## src/rtl/serial_word_deser_if.sv

```systemverilog
// Handshake bundle for serial_word_deser: serial input side plus the word holding-register outputs.
interface serial_word_deser_if #(
  parameter int WIDTH = 7
);
  logic             in_bit;
  logic             in_valid;
  logic             out_ready;
  logic [WIDTH-1:0] out_data;
  logic             out_valid;
  logic             parity_err;
  logic             frame_err;
  logic             overrun;
  logic [7:0]       ovr_cnt;
  logic             busy;

  modport master (
    output in_bit, in_valid, out_ready,
    input  out_data, out_valid, parity_err, frame_err, overrun, ovr_cnt, busy
  );

  modport slave (
    input  in_bit, in_valid, out_ready,
    output out_data, out_valid, parity_err, frame_err, overrun, ovr_cnt, busy
  );
endinterface

```

## src/rtl/serial_word_deser.sv

```systemverilog
// Start/data/parity/stop serial deserialiser with a single-word holding register,
// frame-error and overrun pulses, and a saturating overrun counter.
module serial_word_deser #(
  parameter int WIDTH      = 7,
  parameter bit LSB_FIRST  = 1'b0,
  parameter bit PARITY_EN  = 1'b1,
  parameter bit PARITY_ODD = 1'b0
) (
  input logic                clk,
  input logic                rst,
  serial_word_deser_if.slave bus
);

  localparam int CNT_W = $clog2(WIDTH + 1);

  typedef enum logic [1:0] {IDLE, DATA, PAR, STOP} state_e;

  state_e           state_q, state_d;
  logic [WIDTH-1:0] shift_q, shift_d;
  logic [CNT_W-1:0] bit_cnt_q, bit_cnt_d;
  logic             pend_q, pend_d;
  logic [WIDTH-1:0] out_data_q, out_data_d;
  logic             out_valid_q, out_valid_d;
  logic             parity_err_q, parity_err_d;
  logic             frame_err_q, frame_err_d;
  logic             overrun_q, overrun_d;
  logic [7:0]       ovr_cnt_q, ovr_cnt_d;
  logic             busy_q, busy_d;
  logic             complete;

  always_comb begin
    state_d      = state_q;
    shift_d      = shift_q;
    bit_cnt_d    = bit_cnt_q;
    pend_d       = pend_q;
    out_data_d   = out_data_q;
    out_valid_d  = out_valid_q;
    parity_err_d = parity_err_q;
    frame_err_d  = 1'b0;
    overrun_d    = 1'b0;
    ovr_cnt_d    = ovr_cnt_q;
    complete     = 1'b0;

    if (bus.in_valid) begin
      case (state_q)
        IDLE: begin
          if (!bus.in_bit) begin
            state_d   = DATA;
            bit_cnt_d = '0;
            pend_d    = 1'b0;
          end
        end
        DATA: begin
          if (LSB_FIRST) shift_d = {bus.in_bit, shift_q[WIDTH-1:1]};
          else           shift_d = {shift_q[WIDTH-2:0], bus.in_bit};
          bit_cnt_d = bit_cnt_q + 1'b1;
          if (bit_cnt_q == CNT_W'(WIDTH - 1))
            state_d = PARITY_EN ? PAR : STOP;
        end
        PAR: begin
          // Mismatch when the received bit differs from the expected even/odd parity bit.
          pend_d  = bus.in_bit ^ (^shift_q) ^ PARITY_ODD;
          state_d = STOP;
        end
        STOP: begin
          if (bus.in_bit) complete    = 1'b1;
          else            frame_err_d = 1'b1;
          state_d = IDLE;
        end
        default: state_d = IDLE;
      endcase
    end

    // A consume and a completion on the same edge let the new word replace the old one.
    if (complete) begin
      if (!out_valid_q || bus.out_ready) begin
        out_data_d   = shift_q;
        parity_err_d = PARITY_EN & pend_q;
        out_valid_d  = 1'b1;
      end else begin
        overrun_d = 1'b1;
        if (ovr_cnt_q != 8'hFF) ovr_cnt_d = ovr_cnt_q + 8'd1;
      end
    end else if (out_valid_q && bus.out_ready) begin
      out_valid_d = 1'b0;
    end

    busy_d = (state_d != IDLE);
  end

  always_ff @(posedge clk or negedge rst) begin
    if (!rst) begin
      state_q      <= IDLE;
      shift_q      <= '0;
      bit_cnt_q    <= '0;
      pend_q       <= 1'b0;
      out_data_q   <= '0;
      out_valid_q  <= 1'b0;
      parity_err_q <= 1'b0;
      frame_err_q  <= 1'b0;
      overrun_q    <= 1'b0;
      ovr_cnt_q    <= 8'd0;
      busy_q       <= 1'b0;
    end else begin
      state_q      <= state_d;
      shift_q      <= shift_d;
      bit_cnt_q    <= bit_cnt_d;
      pend_q       <= pend_d;
      out_data_q   <= out_data_d;
      out_valid_q  <= out_valid_d;
      parity_err_q <= parity_err_d;
      frame_err_q  <= frame_err_d;
      overrun_q    <= overrun_d;
      ovr_cnt_q    <= ovr_cnt_d;
      busy_q       <= busy_d;
    end
  end

  assign bus.out_data   = out_data_q;
  assign bus.out_valid  = out_valid_q;
  assign bus.parity_err = parity_err_q;
  assign bus.frame_err  = frame_err_q;
  assign bus.overrun    = overrun_q;
  assign bus.ovr_cnt    = ovr_cnt_q;
  assign bus.busy       = busy_q;

endmodule

```

## src/flat_wrapper.sv

```systemverilog
// flat-port wrapper written by rule: the top's interface ports become plain ports
module serial_word_deser_flat 
#(
  parameter int WIDTH      = 7,
  parameter bit LSB_FIRST  = 1'b0,
  parameter bit PARITY_EN  = 1'b1,
  parameter bit PARITY_ODD = 1'b0
)
  (clk, rst, bus_in_bit, bus_in_valid, bus_out_ready, bus_out_data, bus_out_valid, bus_parity_err, bus_frame_err, bus_overrun, bus_ovr_cnt, bus_busy);
  serial_word_deser_if #(.WIDTH(WIDTH)) bus_i ();
  input logic clk;
  input logic rst;
  input wire logic [$bits(bus_i.in_bit)-1:0] bus_in_bit;
  input wire logic [$bits(bus_i.in_valid)-1:0] bus_in_valid;
  input wire logic [$bits(bus_i.out_ready)-1:0] bus_out_ready;
  output wire logic [$bits(bus_i.out_data)-1:0] bus_out_data;
  output wire logic [$bits(bus_i.out_valid)-1:0] bus_out_valid;
  output wire logic [$bits(bus_i.parity_err)-1:0] bus_parity_err;
  output wire logic [$bits(bus_i.frame_err)-1:0] bus_frame_err;
  output wire logic [$bits(bus_i.overrun)-1:0] bus_overrun;
  output wire logic [$bits(bus_i.ovr_cnt)-1:0] bus_ovr_cnt;
  output wire logic [$bits(bus_i.busy)-1:0] bus_busy;
  assign bus_i.in_bit = bus_in_bit;
  assign bus_i.in_valid = bus_in_valid;
  assign bus_i.out_ready = bus_out_ready;
  assign bus_out_data = bus_i.out_data;
  assign bus_out_valid = bus_i.out_valid;
  assign bus_parity_err = bus_i.parity_err;
  assign bus_frame_err = bus_i.frame_err;
  assign bus_overrun = bus_i.overrun;
  assign bus_ovr_cnt = bus_i.ovr_cnt;
  assign bus_busy = bus_i.busy;
  serial_word_deser #(.WIDTH(WIDTH), .LSB_FIRST(LSB_FIRST), .PARITY_EN(PARITY_EN), .PARITY_ODD(PARITY_ODD)) u_core (.clk(clk), .rst(rst), .bus(bus_i));
endmodule
```

## config.mk

```make
export PLATFORM = sky130hd
export DESIGN_NAME = serial_word_deser_flat
export DESIGN_NICKNAME = d
export VERILOG_FILES = /design/src/rtl/serial_word_deser_if.sv /design/src/rtl/serial_word_deser.sv /design/src/flat_wrapper.sv
export SDC_FILE = /design/constraint.sdc
export NUM_CORES = 1
export LEC_CHECK = 0
export BUFFER_PORTS_ARGS = -buffer_cell sky130_fd_sc_hd__buf_4
export CORE_ASPECT_RATIO = 1.75
export CORE_UTILIZATION = 35
export CTS_CLUSTER_SIZE = 24
export DETAILED_ROUTE_END_ITERATION = 16
export MAX_ROUTING_LAYER = met4
export PLACE_DENSITY = 0.54
export SLEW_MARGIN = 10
export SYNTH_ARGS = -nofsm -noshare
export SYNTH_HDL_FRONTEND = slang
export SYNTH_SLANG_ARGS = --single-unit
```

## constraint.sdc

```tcl
create_clock -name clk -period 1.7 [get_ports clk]
set_clock_uncertainty 0.2 [all_clocks]
set_input_delay 0.17 -clock clk [delete_from_list [all_inputs] [get_ports clk]]
set_output_delay 0.17 -clock clk [all_outputs]
set_load 0.01 [all_outputs]
```

==> results of run 1 <==
layer usage:
layer,vias to the layer above,part of all wire
met5,-,0
met4,0,0.025
met3,6,0.039
met2,18,0.52
met1,493,0.41
li1,502,-
where the power goes:
group / internal [mW] / total [mW] / switching (mW)
clock network: 0.321 / 0.589 / 0.268
logic: 0.484 / 0.893 / 0.409
registers: 1.02 / 1.21 / 0.193
total: 1.82 / 2.69 / 0.870
cell type report:
| cell class | instances | area share |
|---|---|---|
| sequential | 33 | 0.439 |
| tap | 49 | 0.0326 |
| inverter | 4 | 0.00798 |
| timing repair buffer | 33 | 0.136 |
| multi-input combinational | 82 | 0.339 |
| clock buffer | 7 | 0.0459 |
through the flow:
step           hold slack [ps]   util  setup WS [ps]  instance area (µm²)  power (mW)
2_1_floorplan             -326      -           51.3                 1490        1.80
3_3_place_gp             -66.1  0.429            109                 1760        2.11
3_5_place_dp             -46.3  0.429           67.5                 1760        2.13
4_1_cts                   37.1  0.457           40.4                 1880        2.75
5_1_grt                   62.0  0.458           13.8                 1880        2.90
6_report                  41.1  0.458           98.8                 1880        2.69
critical path, stage by stage (launching register included):
cell,delay [ps]
dfrtp_1,390
ha_1,200
nand4_1,170
o21ai_2,200
mux2_1,330
what timing repair did:
action | 4_1_cts | 5_1_grt
setup endpoints to repair | 0 | 7
gates resized for setup | 0 | 1
hold buffers | 3 | 0
hold endpoints to repair | 34 | 0
layout by cell type, fill, tap and decap left out, types with 3 or more instances in the layout:
cell type	instances
a31oi_1	3
mux2_1	17
nand2_1	9
nand3_1	6
buf_4	30
dlygate4sd3_1	3
clkbuf_8	6
nor2b_1	3
inv_1	4
o21ai_1	7
and3_1	3
xnor2_1	7
nand4_1	4
ha_1	3
dfrtp_1	33
a21oi_1	3
registers in the layout (all words and copies together) (netlist names):
register and count:
u_core.shift_q 7, u_core.bus.overrun 1, u_core.bus.ovr_cnt 8, u_core.bus.out_data 7, u_core.bit_cnt_q 3, u_core.bus.out_valid 1, u_core.pend_q 1, u_core.bus.busy 1
u_core.bus.frame_err 1, u_core.state_q 2, u_core.bus.parity_err 1
worst max path at each step:
stage	start	end	slack (ps)	cells past startpoint
2_1_floorplan	u_core.bus.ovr_cnt[0]$_DFFE_PN0P_	u_core.bus.ovr_cnt[1]$_DFFE_PN0P_	50	4
3_3_place_gp	u_core.bus.ovr_cnt[1]$_DFFE_PN0P_	u_core.bus.ovr_cnt[1]$_DFFE_PN0P_	110	4
3_5_place_dp	u_core.bus.out_valid$_DFFE_PN0P_	u_core.bus.out_data[1]$_DFFE_PN0P_	70	4
4_1_cts	u_core.bus.out_valid$_DFFE_PN0P_	u_core.bus.out_data[1]$_DFFE_PN0P_	40	4
5_1_grt	u_core.bus.ovr_cnt[1]$_DFFE_PN0P_	u_core.bus.ovr_cnt[1]$_DFFE_PN0P_	10	4
6_report	u_core.bus.ovr_cnt[1]$_DFFE_PN0P_	u_core.bus.ovr_cnt[1]$_DFFE_PN0P_	100	4
cells by family after synthesis:
logic type,count (synthesis),share of synthesized area
and+or+nand+nor,34,0.142
AOI/OAI and AO/OA,20,0.0842
muxes,17,0.129
adders and majority gates,3,0.0253
buffers and inverters,6,0.0168
xor gates and xnor gates,8,0.0471
DFF,33,0.556
==> results.ini, run 1 <==
[status]
status=complete, no violations

[floorplan]
die_h_um=88.2
core_region_area_um2=4110
io_pins=25
dieArea_um2=4520
die-width_um=51.3
rows=31
initial_utilization=0.362

[setup_path]
r2r_cells=4
cp_max_fo=4
reg2reg_from=u_core.bus.ovr_cnt[1]$_DFFE_PN0P_
crit_path_end_kind=flop
r2r-end=u_core.bus.ovr_cnt[1]$_DFFE_PN0P_
worst-r2r-setup-slack_ps=100
critPathArrivalTime_ps=1570
critPathKind=reg -> reg
start_kind=flop
required_ps=1670

[clocking]
cts_setup_buffers=0
clock_tree.root_cell=clkbuf_8
clk_pin_slew_ps=60
cts_made_buffers=5
cts_sinks=33
htreeDepth=2
clk_latency_ps=280
cts_tree=yes
clockBufferDepth=2

[synth]
yosysSeqAreaShare=0.556
async_flop_share=1.00
yosysTopAreaCellShare=0.556
synthCells=121
ys_top_cells_by_area=dfrtp_1, mux2_1, xnor2_1
synth_edf_count=0
yosysMostFrequentCell=dfrtp_1
ys_ff_latch=33
synth_area_um2=1490
syn_avg_cell_area_um2=12.3
synth_common_cells=dfrtp_1, mux2_1, nand2_1
ys_types=30
ys_warn_count=0
synth_fp_nets=129
yosys_most_used_dff=dfrtp_1
synth_top_area_cell=dfrtp_1

[detailed_routing]
vias_per_cell=4.90
first_pass_iters=4
wl_um=2900
num_vias=1019
routedWlPerCell_um=14.0
drc=0
ant_nets=0
first_iter_violations=25

[sta]
max_freq_mhz=625
relSlewSlack=0.710
finalHoldViolations=0
fin_setup_tns_ps=0
min_period_over_period=0.942
final_max_slew_viol_count=0
rsz0062_at_grt=false
worstMarginPinSlew_ps=436
fin_crit_ps=1600
setup_viol_count_final=0

[grt]
busiest_layer=met2
met2_usage=0.258
globalRouteOverflowTotal=0
grt_pass1_vias=1025
grt_pass1_wl_um=4760
grt_start_max_net_pins=34
grt_usage=0.155
grt_use_met1=0.162
grtUsageMet3=0.0464
antenna_found_initial=0

[placement]
routabilityCongestion=0.754
place_inst=198
port_buffers=24
dp_hpwl_um=2030

[pwr]
powerDensity_nw_per_um2=1430
peakVddDrop_v=0.000697
p_leak_nw=0.932

[final_layout]
area_growth_pct=26.6
regArea_um2=826
nNetsFinal=167
multi_input_area_um2=638
antenna_cells=0
final_cell_count_no_fill=208
n_fill_cell=408
drive_above_1_share=0.264

[worst_hold_path]
worstHoldPathCells=3
worst_hold_path.endpoint=u_core.state_q[1]$_DFF_PN0_
hold_path_class=in -> reg
hold_start=bus_in_valid

[flow_run]
drv_cap=0

(Power assumes the default switching activity.)
==> run 2: changes to the inputs <==
--- a/config.mk
+++ b/config.mk
@@ -6,12 +6,14 @@
 export NUM_CORES = 1
 export LEC_CHECK = 0
 export BUFFER_PORTS_ARGS = -buffer_cell sky130_fd_sc_hd__buf_4
+export CELL_PAD_IN_SITES_DETAIL_PLACEMENT = 0
+export CELL_PAD_IN_SITES_GLOBAL_PLACEMENT = 2
 export CORE_ASPECT_RATIO = 1.75
-export CORE_UTILIZATION = 35
+export CORE_UTILIZATION = 33
 export CTS_CLUSTER_SIZE = 24
 export DETAILED_ROUTE_END_ITERATION = 16
 export MAX_ROUTING_LAYER = met4
-export PLACE_DENSITY = 0.54
+export PLACE_DENSITY = 0.72
 export SLEW_MARGIN = 10
 export SYNTH_ARGS = -nofsm -noshare
 export SYNTH_HDL_FRONTEND = slang
==> constraint.sdc (replaced) <==
create_clock -name clk -period 1.7 [get_ports clk]
set_clock_uncertainty 0.2 [all_clocks]
set_input_delay 0.085 -clock clk [delete_from_list [all_inputs] [get_ports clk]]
set_output_delay 0.085 -clock clk [all_outputs]
set_load 0.01 [all_outputs]
==> run 2 against run 1 <==
  * The run now ends with negative hold slack left
  * Fmax fell by 1.9%
  * Clock power fell by 1%
  * Register-to-register slack got worse by 30 ps
  * Critical path type unchanged
  * Highest routed layer unchanged
==> results.ini, run 2 (same netlist as run 1, synthesis figures left out) <==
[flow_run]
drv_cap=0  ; unchanged

[floorplan]
initial_utilization=0.341  ; -0.0209
io_pins=25  ; unchanged
die-width_um=52.7  ; +2.9%
die_h_um=90.8  ; +2.9%
core_region_area_um2=4360  ; +6.1%
dieArea_um2=4790  ; +5.9%
rows=32  ; +3.2%

[setup_path]
r2r_cells=4  ; unchanged
start_kind=flop
critPathKind=reg -> reg
cpMaxStageDelayCell=dfrtp_1
cp_max_fo=4  ; unchanged
cpPeakStageDelay_ps=400  ; about the same
critPathArrivalTime_ps=1600  ; +30 ps
crit_chain=ha_1 -> nand4_1 -> o21ai_2 -> mux2_1
crit_path_end_kind=flop
required_ps=1670  ; about the same

[clocking]
htreeDepth=2  ; unchanged
clock_tree.root_cell=clkbuf_8
clockBufferDepth=2  ; unchanged
cts_sinks=33  ; unchanged
clk_pin_slew_ps=60  ; about the same
clk_latency_ps=280  ; about the same
cts_made_buffers=5  ; unchanged
cts_tree=yes

[grt]
grt_start_max_net_pins=34  ; unchanged
antenna_found_initial=0  ; unchanged
grt_pass1_wl_um=4970  ; +4.3%
grt_usage=0.147  ; -0.00744
grt_pass1_vias=1088  ; +6.1%
globalRouteOverflowTotal=0  ; unchanged

[pwr]
powerDensity_nw_per_um2=1400  ; -2.3%
peakVddDrop_v=0.000642  ; -7.9%
p_leak_nw=0.953  ; +2.2%

[placement]
port_buffers=24  ; unchanged
dp_hpwl_um=2130  ; +4.7%
place_inst=200  ; +1.0%
routabilityCongestion=0.859  ; +14%

[status]
violations=negative hold slack
status=finished, violations left

[detailed_routing]
drc=0  ; unchanged
first_iter_violations=11  ; -56%
ant_nets=0  ; unchanged
wl_um=2940  ; +1.4%
num_vias=1079  ; +5.9%
routedWlPerCell_um=13.7  ; -1.9%
first_pass_iters=4  ; unchanged
vias_per_cell=5.02  ; +2.4%

[final_layout]
layout_common_cells=buf_4, dfrtp_1, mux2_1
drive_above_1_share=0.287  ; +0.0224
area_growth_pct=30.1
final_cell_count_no_fill=215  ; +3.4%
antenna_cells=0  ; unchanged
final_common_cell=buf_4
nNetsFinal=172  ; +3.0%
fin_util=0.443  ; -0.0148
largest_reg_flops=8  ; unchanged
n_fill_cell=425  ; +4.2%

[sta]
worstMarginPinSlew_ps=411  ; -24.3 ps
max_freq_mhz=613  ; -1.9%
relSlewSlack=0.726  ; +0.0162
fin_crit_ps=1630  ; +30.7 ps
min_period_over_period=0.960  ; +0.0180
whs_ps=-34.4  ; -75.6 ps
final_max_slew_viol_count=0  ; unchanged
setup_viol_count_final=0  ; unchanged
finalHoldViolations=1  ; +1
rsz0062_at_grt=false

[worst_hold_path]
worstHoldPathCells=3  ; unchanged
hold_path_class=in -> reg

run 2: area by class of cell:
cell class	instances	area, µm²	area share
repair buffers	38	302	0.156
multi-input cells	82	638	0.330
flip-flops and latches	33	828	0.428
clock buffers	7	86.3	0.0447
inverters	4	15.0	0.00777
well taps	51	63.8	0.0330
run 2: power breakdown:
| part | switching, mW | internal (mW) |
|---|---|---|
| clock | 0.261 | 0.321 |
| combinational | 0.406 | 0.491 |
| sequential | 0.202 | 1.02 |
| total | 0.869 | 1.83 |
run 2: worst paths after layout:
check,startpoint,endpoint,slack (ps)
max in group asynchronous,rst,u_core.bus.ovr_cnt[0]$_DFFE_PN0P_,910
max,u_core.bus.ovr_cnt[1]$_DFFE_PN0P_,u_core.bus.ovr_cnt[1]$_DFFE_PN0P_,70
max reg2reg,u_core.bus.ovr_cnt[1]$_DFFE_PN0P_,u_core.bus.ovr_cnt[1]$_DFFE_PN0P_,70
min reg2reg,u_core.bus.parity_err$_DFFE_PN0P_,u_core.bus.parity_err$_DFFE_PN0P_,290
min,bus_out_ready,u_core.bus.overrun$_DFF_PN0_,-30
min in group asynchronous,rst,u_core.bus.busy$_DFF_PN0_,70
run 2: worst max-delay path: cells and delay by family, from the launching register on:
kind | cells | cell delay [ps]
AND/OR/NAND/NOR | 1 | 150
flip-flops | 1 | 400
multiplexers | 1 | 340
AO/OA/AOI/OAI | 1 | 230
adder cells (fa/ha/maj) | 1 | 210
run 2: metal layers:
layer  part of all wire  track usage  up-vias
met4              0.026       0.0789        0
met5                  0            -        -
met3              0.043       0.0404        7
met1               0.39        0.156      531
met2               0.54        0.238       27
li1                   -            -      514
run 2: stage by stage:
| stage | setup TNS, ps | setup WS, ps | hold WS, ps | power, mW | cell area (µm²) |
|---|---|---|---|---|---|
| 5_1_grt | 0 | 0.900 | -24.1 | 2.90 | 1930 |
| 4_1_cts | 0 | 29.2 | 31.7 | 2.74 | 1910 |
| 6_report | 0 | 68.1 | -34.4 | 2.70 | 1930 |
| 3_3_place_gp | -51.7 | -51.7 | -151 | 2.11 | 1770 |
| 2_1_floorplan | 0 | 51.3 | -411 | 1.80 | 1490 |
| 3_5_place_dp | -37.1 | -37.1 | -146 | 2.14 | 1770 |
run 2: what timing repair did:
action,4_1_cts,5_1_grt
pin swaps,2,1
hold endpoints to repair,39,2
gates resized for setup,0,4
hold buffers,4,1
setup buffers,2,1
setup endpoints to repair,1,10
==> run 3: changes to the inputs <==
--- a/config.mk
+++ b/config.mk
@@ -9,11 +9,12 @@
 export CELL_PAD_IN_SITES_DETAIL_PLACEMENT = 0
 export CELL_PAD_IN_SITES_GLOBAL_PLACEMENT = 2
 export CORE_ASPECT_RATIO = 1.75
-export CORE_UTILIZATION = 33
+export CORE_UTILIZATION = 25
 export CTS_CLUSTER_SIZE = 24
 export DETAILED_ROUTE_END_ITERATION = 16
 export MAX_ROUTING_LAYER = met4
-export PLACE_DENSITY = 0.72
+export PLACE_DENSITY = 0.57
+export RECOVER_POWER = 25
 export SLEW_MARGIN = 10
 export SYNTH_ARGS = -nofsm -noshare
 export SYNTH_HDL_FRONTEND = slang
==> constraint.sdc (replaced) <==
create_clock -name clk -period 1.3 [get_ports clk]
set_clock_uncertainty 0.2 [all_clocks]
set_input_delay 0.065 -clock clk [delete_from_list [all_inputs] [get_ports clk]]
set_output_delay 0.065 -clock clk [all_outputs]
set_load 0.01 [all_outputs]
==> run 3 against run 2 <==
  * The flow finishes with violations (negative hold slack, negative setup slack)
  * Cell area up 22%
  * Core utilization down 2.5 points
  * Routed wire length rose by 28%
  * Register-to-register slack got worse by 300 ps
  * Clock power grew 36%
  * Global-route usage is 1.4 points lower
  * Fmax rose by 6.4%
  * Setup slack worse by 300 ps
  * Critical path depth rose by 1
  * Die area increased by 31%
  * Count of clock-buffer cells in the layout is 1 higher
  * Critical path type unchanged
  * Largest cell class unchanged
==> results.ini, run 3 (same netlist as run 1, synthesis figures left out) <==
[status]
status=finished, violations left
violations=negative hold slack, negative setup slack

[setup_path]
required_ps=1280  ; -390 ps
start_kind=flop
critPathArrivalTime_ps=1510  ; -90 ps
critPathKind=reg -> reg
r2r-end=u_core.bus.ovr_cnt[3]$_DFFE_PN0P_
reg2reg_from=u_core.state_q[1]$_DFF_PN0_
crit_path_end_kind=flop
crit_chain=nand4_4 -> buf_6 -> nor3_4 -> o211ai_1 -> o21a_1
cpPeakStageDelay_ps=390  ; about the same
cpMaxStageDelayCell=dfrtp_2
cp_max_fo=6  ; +2
worst-r2r-setup-slack_ps=-230  ; -300 ps
r2r_cells=5  ; +1

[pwr]
peakVddDrop_v=0.000542  ; -16%
swShare=0.322  ; about the same
switching_power_mw=1.38  ; +59%
sequentialPowerShare=0.363  ; -0.090
clkPwrFrac=0.185  ; -0.030
combPwrFrac=0.453  ; +0.121
powerDensity_nw_per_um2=1830  ; +31%
p_leak_nw=1.14  ; +20%
internal_power_mw=2.91  ; +59%

[final_layout]
drive_above_1_share=0.597  ; +0.310
fin_area_um2=2350  ; +22%
n_fill_cell=550  ; +29%
area_growth_pct=58.2
layout_common_cells=buf_4, dfrtp_1, mux2_4
antenna_cells=0  ; unchanged
largest_reg_flops=8  ; unchanged
final_cell_count_no_fill=267  ; +24%
final_common_cell=buf_4
nNetsFinal=198  ; +15%

[detailed_routing]
wl_met2_um=2100  ; +33%
num_vias=1193  ; +11%
first_pass_iters=5  ; +1
met3_length_um=142  ; +12%
routedWlPerCell_um=14.1  ; +2.8%
drc=0  ; unchanged
first_iter_violations=28  ; +17
wl_um=3760  ; +28%
drt-met1-wl_um=1460  ; +25%
vias_per_cell=4.47  ; -11%
ant_nets=0  ; unchanged
routed.top_layer=met4

[grt]
grt_start_max_net_pins=34  ; unchanged
antenna_found_initial=0  ; unchanged
grt_pass1_wl_um=6070  ; +22%
grt_usage=0.133  ; -0.0142
globalRouteOverflowTotal=0  ; unchanged
grt_pass1_vias=1278  ; +17%

[floorplan]
die_h_um=104  ; +15%
core_region_area_um2=5630  ; +29%
rows=36  ; +13%
initial_utilization=0.264  ; -0.0766
io_pins=25  ; unchanged
dieArea_um2=6270  ; +31%
die-width_um=60.3  ; +14%

[worst_hold_path]
hold_start=bus_out_ready
worstHoldPathCells=4  ; +1
worst_hold_path.endpoint=u_core.bus.out_valid$_DFFE_PN0P_
hold_path_class=in -> reg

[placement]
placed_area_um2=2070  ; +17%
place_inst=255  ; +28%
port_buffers=24  ; unchanged
place_ws_ps=-251  ; -214 ps
routabilityCongestion=0.710  ; -17%
dp_hpwl_um=2600  ; +22%

[clocking]
clk_pin_slew_ps=70  ; about the same
clk_latency_ps=290  ; about the same
cts_sinks=33  ; unchanged
htreeDepth=2  ; unchanged
clockBufferDepth=2  ; unchanged
cts_tree=yes
clock_tree.root_cell=clkbuf_8
cts_made_buffers=5  ; unchanged

[sta]
finalHoldViolations=1  ; unchanged
fin_crit_ps=1530  ; -97.6 ps
min_period_over_period=1.18  ; +0.220
relSlewSlack=0.481  ; -0.244
rsz0062_at_grt=true
finalWorstSetupSlack_ps=-234  ; -302 ps
final_max_slew_viol_count=0  ; unchanged
worstMarginPinSlew_ps=778  ; +366 ps
fin_setup_tns_ps=-3970  ; -3970 ps
max_freq_mhz=652  ; +6.4%
whs_ps=-14.4  ; +20.0 ps
setup_viol_count_final=28  ; +28

[flow_run]
drv_cap=0  ; unchanged

## run 3: worst max-delay path, delay by kind of cell (launching register included)
| kind | cells | cell delay (ps) |
|---|---|---|
| buffers and inverters | 1 | 150 |
| AO/OA/AOI/OAI | 2 | 290 |
| flip-flops | 1 | 390 |
| AND/OR/NAND/NOR | 2 | 400 |
## run 3: final cells by class
| type | count | area, µm² | share of cell area |
|---|---|---|---|
| clock buffers | 8 | 90.1 | 0.0383 |
| repair buffers | 64 | 512 | 0.218 |
| well taps | 76 | 95.1 | 0.0404 |
| multi-input cells | 82 | 807 | 0.343 |
| flip-flops and latches | 33 | 833 | 0.354 |
| inverters | 4 | 15.0 | 0.00638 |
## run 3: routing by layer
| layer | GRT usage | vias to the layer above |
|---|---|---|
| met2 | 0.227 | 27 |
| met1 | 0.141 | 593 |
| met3 | 0.0299 | 5 |
| met4 | 0.0548 | 0 |
| met5 | - | - |
| li1 | - | 568 |
## run 3: worst max path at each step
stage                                            from                                 to  slack (ps)
floorplan           u_core.bus.ovr_cnt[0]$_DFFE_PN0P_  u_core.bus.ovr_cnt[1]$_DFFE_PN0P_        -230
global placement          u_core.state_q[0]$_DFF_PN0_  u_core.bus.ovr_cnt[3]$_DFFE_PN0P_        -220
detailed placement        u_core.state_q[0]$_DFF_PN0_  u_core.bus.ovr_cnt[3]$_DFFE_PN0P_        -250
CTS                       u_core.state_q[1]$_DFF_PN0_  u_core.bus.ovr_cnt[3]$_DFFE_PN0P_        -250
global route              u_core.state_q[1]$_DFF_PN0_  u_core.bus.ovr_cnt[3]$_DFFE_PN0P_        -320
finish                    u_core.state_q[1]$_DFF_PN0_  u_core.bus.ovr_cnt[3]$_DFFE_PN0P_        -230
## run 3: what timing repair did
item,CTS,global route
endpoints found under the hold margin,36,0
hold buffers,3,0
pin swaps,18,7
setup buffers,2,0
endpoints found under the setup margin,29,30
gates resized for setup,28,12
## run 3: stage by stage
step	utilization	power (mW)	hold slack [ps]
2_1_floorplan	-	2.44	-431
3_3_place_gp	0.367	3.14	-158
3_5_place_dp	0.367	3.18	-159
4_1_cts	0.409	4.30	-16.3
5_1_grt	0.418	4.56	2.75
6_report	0.418	4.30	-14.4
## run 3: power by group through the flow
stage / Clock [mW] / Sequential (mW) / Combinational [mW]
final: 0.794 / 1.56 / 1.94
after global routing: 0.857 / 1.59 / 2.11
after CTS: 0.833 / 1.55 / 1.91
after detailed placement: 0 / 1.56 / 1.62
after global placement: 0 / 1.54 / 1.60
after floorplan: 0 / 1.62 / 0.824
